**src/rtl/control_pkg.sv**
```systemverilog
// Shared constants, FSM state type and row-count helper for the CSR
// sparse matrix-vector controller.
package control_pkg;

  localparam int N_ROWS  = 16;
  localparam int COL_OFS = 17;

  localparam logic [4:0] REG_COL_BASE = 5'd6;
  localparam logic [4:0] REG_ROW_BASE = 5'd15;
  localparam logic [4:0] REG_V_BASE   = 5'd8;
  localparam logic [4:0] REG_MAT_BASE = 5'd9;

  typedef enum logic [3:0] {
    IDLE, BASE1, BASE2, PTR0, PTR, ELEM_A, ELEM_B, POST, DONE
  } state_t;

  // Nonzero count of a row, clamped to the 5-bit adata field.
  function automatic logic [4:0] sat_count(input logic [31:0] first,
                                           input logic [31:0] last);
    logic [31:0] diff;
    diff = last - first;
    if (last <= first) return 5'd0;
    return (diff > 32'd31) ? 5'd31 : diff[4:0];
  endfunction

endpackage

```
**src/rtl/control_if.sv**
```systemverilog
// Multiply-accumulate bus between the control FSM (master) and control_mac.
interface control_if;
  logic        clear;
  logic        en;
  logic [31:0] a;
  logic [31:0] b;
  logic [31:0] acc;
  logic [31:0] nxt;

  modport master (output clear, en, a, b, input acc, nxt);
  modport slave  (input clear, en, a, b, output acc, nxt);
endinterface

```
**src/rtl/control_mac.sv**
```systemverilog
// 32-bit multiply-accumulate; wraps mod 2^32 by default, saturates at
// 32'hFFFFFFFF when CONTROL_SAT_EN is defined.
module control_mac (
  input logic       clk,
  input logic       rst_n,
  control_if.slave  mac
);

`ifdef CONTROL_SAT_EN
  logic [63:0] prod_full;
  logic [32:0] sum_full;
  logic [31:0] prod;

  // NOTE: every always_comb output gets a default first so no latch is inferred.
  always_comb begin
    prod      = '0;
    prod_full = 64'(mac.a) * 64'(mac.b);
    prod      = (|prod_full[63:32]) ? 32'hFFFF_FFFF : prod_full[31:0];
    sum_full  = 33'(mac.acc) + 33'(prod);
    mac.nxt   = sum_full[32] ? 32'hFFFF_FFFF : sum_full[31:0];
  end
`else
  always_comb begin
    mac.nxt = '0;
    mac.nxt = mac.acc + (mac.a * mac.b);
  end
`endif

  // NOTE: sequential state uses non-blocking assignments only.
  always_ff @(posedge clk or negedge rst_n) begin
    if (!rst_n)        mac.acc <= '0;
    else if (mac.clear) mac.acc <= '0;
    else if (mac.en)    mac.acc <= mac.nxt;
  end

endmodule

```
**src/rtl/control.sv**
```systemverilog
// CSR sparse matrix (16x16) times vector controller; one hht strobe per row.
// Optional CONTROL_SAT_EN makes the accumulation saturating (see control_mac).
module control
  import control_pkg::*;
(
  input  logic        Clk,
  input  logic [31:0] base_dat_a,
  input  logic [31:0] base_dat_b,
  output logic [31:0] addr1,
  output logic [31:0] addr2,
  input  logic [31:0] dataIn1,
  input  logic [31:0] dataIn2,
  input  logic        Rst,
  input  logic        RD,
  input  logic [31:0] csize,
  input  logic [31:0] cpu_addr,
  output logic        hht,
  output logic [4:0]  regaddr1,
  output logic [4:0]  regaddr2,
  output logic [4:0]  rdata,
  output logic [4:0]  adata,
  output logic [31:0] y_data,
  output logic [31:0] y_addr
);

  localparam logic [4:0] LAST_ROW = 5'(N_ROWS - 1);

  state_t      state;
  logic [4:0]  row;
  logic [31:0] k, start_ptr, end_ptr, val;
  logic [31:0] col_base, row_base, v_base, mat_base;
  logic [31:0] end_now, k_inc;

  control_if mac_bus ();

  control_mac u_mac (
    .clk   (Clk),
    .rst_n (Rst),
    .mac   (mac_bus)
  );

  assign mac_bus.clear = RD && (state == PTR);
  assign mac_bus.en    = RD && (state == ELEM_B);
  assign mac_bus.a     = val;
  assign mac_bus.b     = dataIn2;

  assign end_now = (dataIn1 < csize) ? dataIn1 : csize;
  assign k_inc   = k + 32'd1;

  // Addresses are registered one state ahead so that the combinational
  // memory answers during the state that consumes the data.
  always_ff @(posedge Clk or negedge Rst) begin
    if (!Rst) begin
      state     <= IDLE;
      row       <= '0;
      k         <= '0;
      start_ptr <= '0;
      end_ptr   <= '0;
      val       <= '0;
      col_base  <= '0;
      row_base  <= '0;
      v_base    <= '0;
      mat_base  <= '0;
      addr1     <= '0;
      addr2     <= '0;
      regaddr1  <= '0;
      regaddr2  <= '0;
      hht       <= 1'b0;
      rdata     <= '0;
      adata     <= '0;
      y_data    <= '0;
      y_addr    <= '0;
    end else if (RD) begin
      case (state)
        IDLE: begin
          regaddr1 <= REG_COL_BASE;
          regaddr2 <= REG_ROW_BASE;
          state    <= BASE1;
        end
        BASE1: begin
          col_base <= base_dat_a;
          row_base <= base_dat_b;
          regaddr1 <= REG_V_BASE;
          regaddr2 <= REG_MAT_BASE;
          state    <= BASE2;
        end
        BASE2: begin
          v_base   <= base_dat_a;
          mat_base <= base_dat_b;
          regaddr1 <= '0;
          regaddr2 <= '0;
          addr1    <= row_base;
          state    <= PTR0;
        end
        PTR0: begin
          start_ptr <= dataIn1;
          addr1     <= row_base + 32'(row) + 32'd1;
          state     <= PTR;
        end
        PTR: begin
          end_ptr <= end_now;
          k       <= start_ptr;
          if (start_ptr >= end_now) begin
            addr1  <= '0;
            hht    <= 1'b1;
            rdata  <= row;
            adata  <= sat_count(start_ptr, end_now);
            y_data <= '0;
            y_addr <= cpu_addr + 32'(row);
            state  <= POST;
          end else begin
            addr1 <= col_base + 32'(COL_OFS) + start_ptr;
            addr2 <= mat_base + start_ptr;
            state <= ELEM_A;
          end
        end
        ELEM_A: begin
          // The column index goes straight into the vector address.
          val   <= dataIn2;
          addr1 <= '0;
          addr2 <= v_base + 32'(dataIn1[3:0]);
          state <= ELEM_B;
        end
        ELEM_B: begin
          k <= k_inc;
          if (k_inc < end_ptr) begin
            addr1 <= col_base + 32'(COL_OFS) + k_inc;
            addr2 <= mat_base + k_inc;
            state <= ELEM_A;
          end else begin
            addr2  <= '0;
            hht    <= 1'b1;
            rdata  <= row;
            adata  <= sat_count(start_ptr, end_ptr);
            y_data <= mac_bus.nxt;
            y_addr <= cpu_addr + 32'(row);
            state  <= POST;
          end
        end
        POST: begin
          hht       <= 1'b0;
          start_ptr <= end_ptr;
          if (row == LAST_ROW) begin
            addr1 <= '0;
            state <= DONE;
          end else begin
            row   <= row + 5'd1;
            addr1 <= row_base + 32'(row) + 32'd2;
            state <= PTR;
          end
        end
        DONE: begin
          addr1    <= '0;
          addr2    <= '0;
          regaddr1 <= '0;
          regaddr2 <= '0;
          hht      <= 1'b0;
        end
        default: state <= IDLE;
      endcase
    end
  end

endmodule

```
**config.mk**
```make
export PLATFORM = sky130hd
export DESIGN_NAME = control
export DESIGN_NICKNAME = d
export VERILOG_FILES = /design/src/rtl/control_pkg.sv /design/src/rtl/control_if.sv /design/src/rtl/control_mac.sv /design/src/rtl/control.sv
export SDC_FILE = /design/constraint.sdc
export NUM_CORES = 2
export LEC_CHECK = 0
export CORE_MARGIN = 2
export CORE_UTILIZATION = 56
export DETAILED_ROUTE_END_ITERATION = 6
export PLACE_DENSITY = 0.83
export SLEW_MARGIN = 20
export SYNTH_ARGS = -nofsm -noshare
export SYNTH_HDL_FRONTEND = slang
export SYNTH_SLANG_ARGS = --single-unit
```
**constraint.sdc**
```tcl
create_clock -name Clk -period 7.3 [get_ports Clk]
set_clock_uncertainty 0.2 [all_clocks]
set_input_delay 0.73 -clock Clk [delete_from_list [all_inputs] [get_ports Clk]]
set_output_delay 0.73 -clock Clk [all_outputs]
set_load 0.005 [all_outputs]
```
# Yosys cells after proc, flatten, opt, wreduce, memory -nomap -nowiden
# Cells that the tools add are included.
# op_classes
add_sub_neg,15
n_mul,1
n_lt_le_gt_ge,7
n_eq_ne,13
mux,47
bitwise,2
n_reduce_logical,26
# ops
cell,count
32-bit 2-to-1 mux,12
32-bit case mux with 2 select lines,4
32-bit case mux with 6 select lines,1
32-bit adder,5
32-bit case mux with 4 select lines,1
"32-bit by 1-bit adder with 32-bit output, second input constant",2
32-bit by 5-bit adder with 32-bit output,2
"32-bit by 5-bit greater-than comparator with 1-bit output, second input constant",2
32-bit less-or-equal comparator,2
32-bit less-than comparator,2
32-bit subtractor,2
5-bit 2-to-1 mux,10
4-bit case mux with 9 select lines,1
"32-bit by 2-bit adder with 32-bit output, second input constant",1
32-bit by 4-bit adder with 32-bit output,1
"32-bit by 5-bit adder with 32-bit output, second input constant",1
32-bit >= comparator,1
32-bit by 32-bit multiplier with 32-bit output,1
5-bit case mux with 3 select lines,2
5-bit case mux with 2 select lines,2
"4-bit by 3-bit equality test with 1-bit output, second input constant",4
2-bit AND reduction,8
1-bit 2-to-1 mux,10
3-bit AND reduction,3
19 further kinds,31
# totals
reg_bits,446
inputBits,195
out_inout_bits,149
elab_cells,131

# Logic depth before layout (Yosys ltp)
# depth
depth_word,10
mapped_depth,28
depth_no_buf,26

# Modules after synthesis
# From an unflattened synthesis, not the netlist that was laid out.
# unflattened
cells_unflattened,5820
area_unflattened_um2,51042.7
# modules_own_cells
mod,instances,cells_per_inst,area_each_um2,seq_area_each_um2
control,1,3840,32871.5,10184.8
control_mac,1,1980,18171.2,800.8

# Worst setup path before layout
# OpenSTA, ideal clock, no wires.
# synth_path
kind,input -> register
startpoint,input dataIn2[4]
endpoint,register y_data[27]
setup_time_ns,0.121
arrival_time_ns,7.345
t_required_ns,6.979
slack_ns,-0.366
stages,24
n_path_buf,2
path_cell_list,clkbuf_1 > clkbuf_1 > and2_1 > fa_1 > fa_1 > fa_1 > inv_1 > fa_1 > inv_1 > fa_1 > inv_1 > fa_1 > inv_1 > fa_1 > inv_1 > fa_1 > inv_1 > ha_1 > a211o_1 > o41ai_1 > o21ai_0 > a31oi_1 > xnor2_1 > a22o_1
# synth_via
elab_chain_cells,4
# synth_rtl
item,line_no,text
start: declaration,control.sv:12,"input logic [31:0] dataIn2,"
32-bit by 32-bit multiplier with 32-bit output,control_mac.sv:25,mac.nxt = mac.acc + (mac.a * mac.b);
32-bit adder,control_mac.sv:25,
32-bit 2-to-1 mux,control.sv:126,if (k_inc < end_ptr) begin
32-bit case mux with 2 select lines,control.sv:74,case (state)
end signal: assignment,control.sv:135,y_data <= mac_bus.nxt;
end: declaration,control.sv:22,"output logic [31:0] y_data,"
# No other way between the ends. The select of a mux whose other input is x is not followed.
# A chain may end at the register's enable or synchronous reset.

# Worst setup path in the final report
# layout_path
startpoint,"register val[19], in the netlist mac_bus.a[19]"
endpoint,register y_data[29]
# layout_via
elab_chain_cells,4
# layout_rtl
item,line_no,text
start: declaration,control.sv:30,"logic [31:0] k, start_ptr, end_ptr, val;"
start signal: assignment,control.sv:119,val <= dataIn2;
32-bit by 32-bit multiplier with 32-bit output,control_mac.sv:25,
32-bit adder,control_mac.sv:25,
32-bit 2-to-1 mux,control.sv:126,
32-bit case mux with 2 select lines,control.sv:74,
# No other way between the ends. The select of a mux whose other input is x is not followed.

==> out/metrics.yaml <==
yosys:
  netlist_top_cells_count: "inv_1, nand2_1, fa_1"
  synth.most_common_cell: "inv_1"
  synth_cell_types: 97
  synth.avg_cell_area_um2: 8.74
  yosysWarnings: 0
  synth_edf_count: 0
  synth_ff_type: "dfrtp_1"
  synth_seq_cells: 439
  synth_top_cell_by_area: "dfrtp_1"
  async_flop_share_pct: 100
  synth_area_mm2: 0.0509
  synthCells: 5828
  yosys.area.top_type_share_pct: 21.6
  synth-seq-area-share_pct: 21.6
  synth_area_leaders: "dfrtp_1, fa_1, ha_1"
critical_path:
  crit_path_max_fanout: 8
  critPathArrivalTime_ns: 7.75
  r2r-start: "mac_bus.a[19]"
  start_kind: "flop"
  r2r-end: "y_data[29]"
  critical_path_class: "flop to flop"
  cp.required_ns: 7.62
  endpoint_kind: "flop"
  r2r_setup_slack_ns: -0.13
  reg2reg_depth: 25
place:
  routabilityCongestion: 1.03
  hpwl_um: 137000
  numPortBuffers: 340
sta:
  relSlewSlack_pct: 16.0
  period_minus_slack_ns: 7.43
  finalSetupViolCount: 4
  setup_slack_ns: -0.130
  period_share_pct: 102
  rsz0062_at_grt: "yes"
  worst_slew_pin_slew_ns: 1.25
  max_freq_mhz: 135
  hold_violations: 0
  setup_tns_ns: -0.354
  slew_violations: 0
die:
  die_y_um: 306
  initial_utilization_pct: 56.6
  fp-row-count: 110
  core_mm2: 0.0900
  pin_count: 344
  die_x_um: 306
  die-area_mm2: 0.0933
clock_tree:
  cts_made_buffers: 51
  tritoncts: "yes"
  cts.htree.levels: 2
  cts_root_buffer: "clkbuf_16"
  cts_sinks: 439
  clockBufferDepth: 3
  clk_pin_slew_ns: 0.06
  clock_latency_ns: 0.65
global_route:
  grt_max_degree: 144
  grt-ovfl-total: 0
  grt_antenna_before_repair: 3
  grt_pass1_wl_um: 271000
  grt_pass1_vias: 46600
  track_usage_pct: 37.3
run:
  cap_violations: 0
finish:
  fill_cells: 7006
  fin_nets: 7290
  seq_area_mm2: 0.0110
  syn2layout_area_growth_pct: 18.0
  fin_util_pct: 66.7
  drive_gt1_share_pct: 12.5
  multi_input_area_mm2: 0.0370
route:
  drt_iter0_markers: 5207
  drc: 8
  wl_per_cell_um: 23.9
  vias_per_cell: 6.29
  wirelength_um: 179000
  ant_nets: 0
  vias: 47000
  drt_pass1_iterations: 7
min_path:
  worst_hold_path.num_cells: 2
  hp-class: "flop to flop"
  hp-start: "rdata[1]"
  holdPathEnd: "rdata[1]"
outcome:
  status: "finished with violations"
  violations: "design-rule violations, negative setup slack"
flip-flops by register name, indices dropped and copies added (netlist names), 2 cells and up:
register	flops
start_ptr	32
addr2	32
row_base	32
y_data	32
regaddr1	2
y_addr	32
v_base	32
rdata	5
row	5
addr1	32
u_mac.mac.acc	32
state	4
end_ptr	32
adata	5
col_base	32
mac_bus.a	32
k	32
mat_base	32
critical path, stage by stage, from the launching register on:
cell      delay [ns]
dfrtp_2         0.51
buf_6           0.16
and2_1          0.13
fa_1            0.48
inv_1           0.06
fa_1            0.55
inv_1           0.06
fa_1            0.51
inv_1           0.06
fa_1            0.51
inv_1           0.06
fa_1            0.49
fa_1            0.45
fa_1            0.59
inv_2           0.05
fa_1            0.52
inv_2           0.07
ha_4            0.25
a21o_1          0.18
a221oi_4        0.36
nor2_2          0.14
a21oi_4         0.22
buf_6           0.13
o311ai_2        0.11
xor2_1          0.20
a22o_1          0.24
repair_timing:
action / 4_1_cts / 5_1_grt
setup endpoints to repair: 21 / 28
hold buffers: 1 / 0
endpoints found under the hold margin: 48 / 0
cloned: 1 / 2
gates resized for setup: 47 / 170
pin swaps: 37 / 98
setup buffers: 8 / 39
placed cells by master, fill, tap and decap left out, types with 22 or more instances in the layout:
cell             netlist  routed
fa_1                 446     429
nand2_1              531     527
and3_1                64      62
a21o_1               101     101
or3_1                 25      22
buf_4                  9     237
mux2i_1               23      23
a211oi_1              51      51
nand3_1              144     143
nand2b_1              41      41
a31oi_1               51      51
inv_2                  2      24
o21ai_0              278     267
xnor2_1              229     226
mux2_2               198     198
a21oi_1              287     275
nor3_1               169     164
clkdlybuf4s50_1        0     318
ha_1                 394     370
o22ai_1               57      57
o21a_1                51      51
o211ai_1              37      37
clkbuf_16              0      54
and2_1               337     325
a22o_1                41      41
nand4_1               57      57
nor2b_1               29      29
buf_6                  0      36
o21bai_1              23      23
buf_12                 0      28
dfrtp_1              439     419
nor2_1               311     303
inv_1                689     667
xor2_1               124     124
layer usage:
layer	vias to the layer above	GRT usage, %	share of wire (%)	wire length, um
met1	22900	49.7	38	68700
met3	667	7.85	11	19200
met4	2	19.0	6.7	12000
li1	20700	-	-	-
met5	-	0	0.0061	11
met2	2800	57.7	44	79100
layout make-up:
cell class              count  share of cell area (%)
diodes                      2                 0.00833
clock buffers              66                    2.44
clock inverters            30                   0.510
inverters                 692                    4.32
multi-input cells        4422                    61.5
flip-flops and latches    439                    18.3
well taps                1176                    2.45
repair buffers            649                    10.4
cells by family (layout without fill, tap and decap cells):
family                   count (synthesis)  in the layout  share of synthesized area [%]
other                                    1              5                        0.00737
buffers and inverters                  969           1437                           7.23
adder cells (fa/ha/maj)                840            840                           27.2
flip-flops                             439            439                           21.6
AO/OA/AOI/OAI                         1205           1205                           15.4
AND/OR/NAND/NOR                       1798           1798                           17.5
multiplexers                           222            222                           4.88
XOR/XNOR                               354            354                           6.10
how the worst max path moves through the flow:
stage / start / end / cells after the start
6_report: mac_bus.a[19] / y_data[29] / 25
5_1_grt: mac_bus.a[19] / y_data[29] / 25
4_1_cts: dataIn2[1] / y_data[31] / 28
3_5_place_dp: dataIn2[4] / u_mac.mac.acc[31] / 27
3_3_place_gp: dataIn2[4] / y_data[23] / 24
2_1_floorplan: dataIn2[4] / u_mac.mac.acc[31] / 26
stage by stage:
| stage | cells | setup slack [ns] | area (um2) | hold slack, ns |
|---|---|---|---|---|
| 2_1_floorplan | 5830 | 0.00454 | 51000 | 0.234 |
| 3_3_place_gp | 7329 | -0.709 | 57100 | 0.255 |
| 3_5_place_dp | 7329 | -0.833 | 57100 | 0.270 |
| 4_1_cts | 7435 | 0.00164 | 59100 | 0.283 |
| 5_1_grt | 7475 | -0.272 | 60100 | 0.296 |
| 6_report | 7476 | -0.130 | 60100 | 0.279 |
Power is left out: the tool's default activity adds up to more than one toggle a clock period on the data nets, which glitch-free logic cannot reach.
